File: src/rtl/serial_rx.sv
// rtl/serial_rx.sv - 8N1 UART receiver, OVERSAMPLE clocks per bit, centre sampling
// Optional: SERIAL_RX_MAJORITY_EN selects 2-of-3 majority voting at each sample point.
module serial_rx #(
    parameter int OVERSAMPLE = 16,
    localparam int CW = $clog2(OVERSAMPLE)
) (
    input  logic       clk1843,
    input  logic       rst_n,
    input  logic       rx,
    output logic [7:0] rbyte,
    output logic       rbyte_rdy,
    output logic       frame_err,
    output logic       busy
);

    localparam logic [CW-1:0] H_M1  = CW'(OVERSAMPLE / 2 - 1);
    localparam logic [CW-1:0] OS_M1 = CW'(OVERSAMPLE - 1);

    typedef enum logic [2:0] {
        IDLE,
        START,
        DATA,
        STOP,
        BREAK
    } state_t;

    state_t        state, state_nxt;
    logic [CW-1:0] cnt, cnt_nxt;
    logic [2:0]    bit_idx, bit_nxt;
    logic [7:0]    shift, shift_nxt;
    logic [7:0]    rbyte_nxt;
    logic          rdy_nxt;
    logic          ferr_nxt;
    logic          rx_meta, rx_s;
    logic          sample;

    always_ff @(posedge clk1843) begin
        if (!rst_n) begin
            rx_meta <= 1'b1;
            rx_s    <= 1'b1;
        end else begin
            rx_meta <= rx;
            rx_s    <= rx_meta;
        end
    end

`ifdef SERIAL_RX_MAJORITY_EN
    // Two earlier taps are captured just before the nominal point; the vote
    // completes with the live rx_s so the decision cycle is unchanged.
    logic [CW-1:0] samp_pt;
    logic          maj_a, maj_b;

    always_comb begin
        samp_pt = (state == START) ? H_M1 : OS_M1;
    end

    always_ff @(posedge clk1843) begin
        if (!rst_n) begin
            maj_a <= 1'b1;
            maj_b <= 1'b1;
        end else begin
            if (cnt == samp_pt - CW'(2)) maj_a <= rx_s;
            if (cnt == samp_pt - CW'(1)) maj_b <= rx_s;
        end
    end

    assign sample = (maj_a & maj_b) | (maj_a & rx_s) | (maj_b & rx_s);
`else
    assign sample = rx_s;
`endif

    always_ff @(posedge clk1843) begin
        if (!rst_n) begin
            state     <= IDLE;
            cnt       <= '0;
            bit_idx   <= 3'd0;
            shift     <= 8'h00;
            rbyte     <= 8'h00;
            rbyte_rdy <= 1'b0;
            frame_err <= 1'b0;
        end else begin
            state     <= state_nxt;
            cnt       <= cnt_nxt;
            bit_idx   <= bit_nxt;
            shift     <= shift_nxt;
            rbyte     <= rbyte_nxt;
            rbyte_rdy <= rdy_nxt;
            frame_err <= ferr_nxt;
        end
    end

    always_comb begin
        state_nxt = state;
        cnt_nxt   = cnt + CW'(1);
        bit_nxt   = bit_idx;
        shift_nxt = shift;
        rbyte_nxt = rbyte;
        rdy_nxt   = 1'b0;
        ferr_nxt  = 1'b0;
        case (state)
            IDLE: begin
                cnt_nxt = '0;
                if (!rx_s) state_nxt = START;
            end
            START: begin
                if (cnt == H_M1) begin
                    cnt_nxt = '0;
                    if (!sample) begin
                        state_nxt = DATA;
                        bit_nxt   = 3'd0;
                    end else begin
                        state_nxt = IDLE;
                    end
                end
            end
            DATA: begin
                if (cnt == OS_M1) begin
                    cnt_nxt   = '0;
                    shift_nxt = {sample, shift[7:1]};
                    bit_nxt   = bit_idx + 3'd1;
                    if (bit_idx == 3'd7) state_nxt = STOP;
                end
            end
            STOP: begin
                // Leaving at the stop-bit centre leaves half a bit to catch the next start edge.
                if (cnt == OS_M1) begin
                    cnt_nxt = '0;
                    if (sample) begin
                        rbyte_nxt = shift;
                        rdy_nxt   = 1'b1;
                        state_nxt = IDLE;
                    end else begin
                        ferr_nxt  = 1'b1;
                        state_nxt = BREAK;
                    end
                end
            end
            BREAK: begin
                cnt_nxt = '0;
                if (rx_s) state_nxt = IDLE;
            end
            default: begin
                cnt_nxt   = '0;
                state_nxt = IDLE;
            end
        endcase
    end

    assign busy = (state != IDLE);

endmodule

File: config.mk
export PLATFORM = sky130hd
export DESIGN_NAME = serial_rx
export DESIGN_NICKNAME = d
export VERILOG_FILES = /design/src/rtl/serial_rx.sv
export SDC_FILE = /design/constraint.sdc
export NUM_CORES = 1
export LEC_CHECK = 0
export BUFFER_PORTS_ARGS = -buffer_cell sky130_fd_sc_hd__buf_2
export CAP_MARGIN = 0
export CORE_MARGIN = 3
export CORE_UTILIZATION = 30
export CTS_BUF_LIST = sky130_fd_sc_hd__clkbuf_8
export DETAILED_ROUTE_END_ITERATION = 12
export PLACE_DENSITY_LB_ADDON = 0.1
export SLEW_MARGIN = 20
export SYNTH_ARGS = -nofsm -noshare
export SYNTH_HDL_FRONTEND = slang
export SYNTH_SLANG_ARGS = --single-unit
File: constraint.sdc
create_clock -name clk1843 -period 1.7 [get_ports clk1843]
set_input_delay 0.255 -clock clk1843 [delete_from_list [all_inputs] [get_ports clk1843]]
set_output_delay 0.255 -clock clk1843 [all_outputs]
set_load 0.01 [all_outputs]
==> metrics.txt <==
# TYPE chip_impl_metric gauge
chip_impl_info{name="run_status",value="finished, final reports clean"} 1
chip_impl_metric{name="relSlewSlack",unit="%"} 73.8
chip_impl_metric{name="cellInternalPower",unit="mW"} 1.35
chip_impl_metric{name="vias",unit=""} 930
chip_impl_info{name="worstPathCellList",value="ha_1 > ha_1 > o22a_1 > o221ai_1 > mux2i_1"} 1
chip_impl_metric{name="fin_util",unit="%"} 39.2
chip_impl_metric{name="via_per_inst",unit=""} 4.49
chip_impl_metric{name="power_switching",unit="uW"} 297
chip_impl_metric{name="detail_route.first_pass.iterations",unit=""} 2
chip_impl_metric{name="number_of_setup_buffers_added_after_cts",unit=""} 0
chip_impl_metric{name="chipWidth",unit="microns"} 71
chip_impl_metric{name="grt_first_pass_wirelength",unit="mm"} 4.20
chip_impl_info{name="grt_most_used_layer",value="met2"} 1
chip_impl_info{name="r2r_start",value="bit_idx[0]"} 1
chip_impl_info{name="timing.critical_path.mode_cell",value="sky130_fd_sc_hd__ha_1"} 1
chip_impl_metric{name="power_frac_clock",unit="%"} 54.2
chip_impl_info{name="hold_start",value="rx"} 1
chip_impl_metric{name="switching_part_of_the_total_power",unit="%"} 18.0
chip_impl_info{name="min_path_type",value="primary input to flip-flop"} 1
chip_impl_metric{name="final_nets",unit=""} 162
chip_impl_metric{name="final.setup.tns",unit="ns"} 0
chip_impl_info{name="slowest_cell_on_the_critical_path",value="sky130_fd_sc_hd__o221ai_1"} 1
chip_impl_metric{name="gr-usage-met2",unit="%"} 17.7
chip_impl_metric{name="drt-initial-drc-count",unit=""} 28
chip_impl_metric{name="worst_ir_drop_vdd",unit="V"} 0.000397
chip_impl_metric{name="gpl.final_weighted_congestion",unit=""} 0.707
chip_impl_metric{name="required",unit="ns"} 1.91
chip_impl_metric{name="period_utilization",unit="%"} 93.1
chip_impl_metric{name="critical_path.max_stage_delay",unit="ns"} 0.35
chip_impl_metric{name="share_of_power_burned_in_combinational_logic",unit="%"} 2.5
chip_impl_info{name="cts_tree",value="done"} 1
chip_impl_metric{name="detail_route.wl_per_cell",unit="microns"} 11.6
chip_impl_metric{name="globalRouteTotalUtil",unit="%"} 11.1
chip_impl_metric{name="clock_insertion_delay_worst_skew",unit="ns"} 0.28
chip_impl_metric{name="remaining_drc_errors",unit=""} 0
chip_impl_metric{name="cts_htree_levels",unit=""} 2
chip_impl_metric{name="ys_seq_elements",unit=""} 30
chip_impl_metric{name="routed_wl",unit="mm"} 2.40
chip_impl_info{name="min_to",value="rx_meta"} 1
chip_impl_metric{name="net_count_after_synthesis",unit=""} 142
chip_impl_metric{name="synth.avg_cell_area",unit="sq um"} 9.32
chip_impl_metric{name="overall_die_area",unit="sq mm"} 0.00504
chip_impl_metric{name="worst-slew-pin-transition",unit="ns"} 0.393
chip_impl_metric{name="groute.layer.met1.usage",unit="%"} 12.3
chip_impl_metric{name="first_global_vias",unit=""} 904
chip_impl_metric{name="worst_setup_skew_after_layout",unit="ns"} 0.00372
chip_impl_metric{name="worst_ep_arrival_time",unit="ns"} 1.79
chip_impl_metric{name="yosysSeqAreaShare",unit="%"} 47.4
chip_impl_info{name="reg2reg_to",value="state[2]"} 1
chip_impl_metric{name="clkSinkCount",unit=""} 30
chip_impl_metric{name="n_antenna_cell",unit=""} 0
chip_impl_metric{name="die_height",unit="microns"} 71
chip_impl_metric{name="ant_nets",unit=""} 0
chip_impl_metric{name="leakage",unit="nW"} 0.603
chip_impl_metric{name="synthCells",unit=""} 136
chip_impl_metric{name="initial_utilization",unit="%"} 31.5
chip_impl_metric{name="worstRegToRegCells",unit=""} 5
chip_impl_metric{name="max_cap_viol_count",unit=""} 0
chip_impl_info{name="setup.worst_path.class",value="flip-flop to flip-flop"} 1
chip_impl_metric{name="final_cell_count_no_fill",unit=""} 207
chip_impl_info{name="rsz0062_at_grt",value="no"} 1
chip_impl_metric{name="dpl.hpwl",unit="mm"} 1.65
chip_impl_metric{name="pwr-share-seq",unit="%"} 43.3
chip_impl_metric{name="setup.reg_to_reg.worst_slack",unit="ns"} 0.12
chip_impl_metric{name="dpl.cell_count",unit=""} 199
chip_impl_metric{name="coreArea",unit="sq mm"} 0.00403
chip_impl_metric{name="final_cell_area",unit="sq mm"} 0.00158
chip_impl_metric{name="critPathMaxFanout",unit=""} 3
chip_impl_metric{name="ios",unit=""} 14
chip_impl_metric{name="final_layout_size_suffix_gt1_share",unit="%"} 19.7
chip_impl_info{name="end_kind",value="flip-flop"} 1
chip_impl_metric{name="placedInstanceArea",unit="sq mm"} 0.00142
chip_impl_metric{name="placementRows",unit=""} 23
chip_impl_metric{name="power.density_cell_area",unit="mW/mm^2"} 1040
chip_impl_metric{name="overflow",unit=""} 0
chip_impl_metric{name="grt_use_met3",unit="%"} 5.11
chip_impl_metric{name="synthToLayoutAreaGrowth",unit="%"} 24.7
chip_impl_metric{name="path_clk_slew",unit="ns"} 0.07
chip_impl_metric{name="cts_buffers",unit=""} 5
chip_impl_info{name="cp-start-kind",value="flip-flop"} 1
chip_impl_metric{name="max_freq",unit="GHz"} 0.632
chip_impl_metric{name="synthesis.area",unit="sq mm"} 0.00127
chip_impl_metric{name="drv_slew",unit=""} 0
chip_impl_metric{name="io_buffers",unit=""} 13
chip_impl_metric{name="antenna_found_initial",unit=""} 0
chip_impl_metric{name="setup_viol",unit=""} 0
chip_impl_metric{name="final-hold-violation-count",unit=""} 0
chip_impl_metric{name="largest_net_degree_at_the_start_of_global_routing",unit=""} 25
chip_impl_metric{name="whs_path_depth",unit=""} 2
chip_impl_info{name="cts_root_buf",value="sky130_fd_sc_hd__clkbuf_8"} 1
chip_impl_metric{name="yosys_warnings",unit=""} 0
chip_impl_metric{name="cts-root-to-sink-buffers",unit=""} 2
chip_impl_metric{name="synth_cell_type_count",unit=""} 27
chip_impl_metric{name="period_needed",unit="ns"} 1.58
-- cell families after synthesis --
| group | Yosys count | synth area share (%) |
|---|---|---|
| and+or+nand+nor | 65 | 26.9 |
| DFF | 30 | 47.4 |
| AOI/OAI and AO/OA | 18 | 10.2 |
| muxes | 10 | 7.90 |
| buffers and inverters | 6 | 1.97 |
| xor gates and xnor gates | 4 | 2.76 |
| adders and majority gates | 3 | 2.96 |
-- per-layer routing --
metal,routed length (microns),up-vias
li1,-,491
met1,1100,419
met2,1110,13
met3,128,7
met4,63,0
met5,0,-
-- worst max-delay path, delay by kind of cell (launching register included) --
| family | cells | cell delay (ns) |
|---|---|---|
| AO/OA/AOI/OAI | 2 | 0.57 |
| adder cells (fa/ha/maj) | 2 | 0.39 |
| flip-flops | 1 | 0.33 |
| multiplexers | 1 | 0.22 |
-- timing repair --
| item | in CTS | in global routing |
|---|---|---|
| hold buffers | 0 | 0 |
| gates resized for setup | 0 | 3 |
| hold endpoints to repair | 0 | 0 |
| endpoints found under the setup margin | 0 | 11 |
-- flip-flops by register name, indices dropped and copies added (netlist names) --
name       cells
rbyte          8
shift          8
cnt            4
bit_idx        3
state          3
frame_err      1
rbyte_rdy      1
rx_meta        1
rx_s           1
-- power groups by stage --
stage               clock [mW]  combinational (mW)  sequential (mW)
floorplan                    0              0.0336            0.726
global placement             0              0.0423            0.730
detailed placement           0              0.0425            0.730
CTS                      0.930              0.0424            0.714
global route             0.954              0.0468            0.716
finish                   0.894              0.0414            0.715
-- cell type report --
type,instances,area (sq um)
fill,412,2450
clock buffer,6,82.6
multi-input combinational,100,654
inverter,1,3.75
sequential,30,602
tap,50,62.6
clock inverter,2,60.1
timing repair buffer,18,115
-- worst max-delay path by stage --
stage	cells past startpoint	slack, ns	start	to
6_report	5	0.12	bit_idx[0]	state[2]
2_1_floorplan	5	0.16	cnt[0]	bit_idx[0]
5_1_grt	6	0.04	cnt[1]	bit_idx[1]
3_5_place_dp	6	0.07	cnt[0]	bit_idx[1]
4_1_cts	6	0.05	cnt[0]	bit_idx[1]
3_3_place_gp	6	0.14	cnt[0]	bit_idx[2]
-- per-stage QoR --
step	worst slack, ns	hold WS (ns)	power [mW]
2_1_floorplan	0.161	0.328	0.759
3_3_place_gp	0.141	0.394	0.772
3_5_place_dp	0.0659	0.396	0.772
4_1_cts	0.0546	0.138	1.69
5_1_grt	0.0427	0.147	1.72
6_report	0.117	0.150	1.65
-- layout by cell type, fill, tap and decap left out, drive strengths merged, types with 3 or more instances in the layout --
| cell type | n |
|---|---|
| clkbuf | 6 |
| buf | 18 |
| nand3 | 7 |
| o21ai | 3 |
| nor2b | 13 |
| nand2b | 4 |
| nor2 | 8 |
| a21boi | 10 |
| nand2 | 26 |
| mux2i | 10 |
| nor3 | 3 |
| ha | 3 |
| dfxtp | 30 |
-- cells in the mapped netlist --
master,n,area (sq um)
sky130_fd_sc_hd__inv_1,1,3.75
sky130_fd_sc_hd__and3b_1,1,8.76
sky130_fd_sc_hd__nor2b_1,13,81.3
sky130_fd_sc_hd__o21ai_0,3,15.0
sky130_fd_sc_hd__o2bb2ai_1,1,8.76
sky130_fd_sc_hd__o221ai_1,1,8.76
sky130_fd_sc_hd__nor3_2,1,10.0
sky130_fd_sc_hd__a21boi_0,10,75.1
sky130_fd_sc_hd__xnor2_1,2,17.5
sky130_fd_sc_hd__nor2_1,8,30.0
sky130_fd_sc_hd__or3_1,2,12.5
sky130_fd_sc_hd__clkbuf_1,3,11.3
sky130_fd_sc_hd__nor3_1,1,5.00
sky130_fd_sc_hd__nor3_4,1,16.3
sky130_fd_sc_hd__xor2_1,2,17.5
sky130_fd_sc_hd__ha_1,3,37.5
sky130_fd_sc_hd__nand3_4,1,17.5
sky130_fd_sc_hd__a21oi_1,1,5.00
sky130_fd_sc_hd__nand2_1,26,97.6
sky130_fd_sc_hd__o22a_1,1,8.76
sky130_fd_sc_hd__mux2i_1,10,100
sky130_fd_sc_hd__nand2b_1,4,25.0
sky130_fd_sc_hd__nand3_1,6,30.0
sky130_fd_sc_hd__o21a_1,1,7.51
sky130_fd_sc_hd__dfxtp_1,30,601
sky130_fd_sc_hd__and3_1,1,6.26
sky130_fd_sc_hd__buf_2,2,10.0
Note: power is estimated with default switching activity, not from simulation.
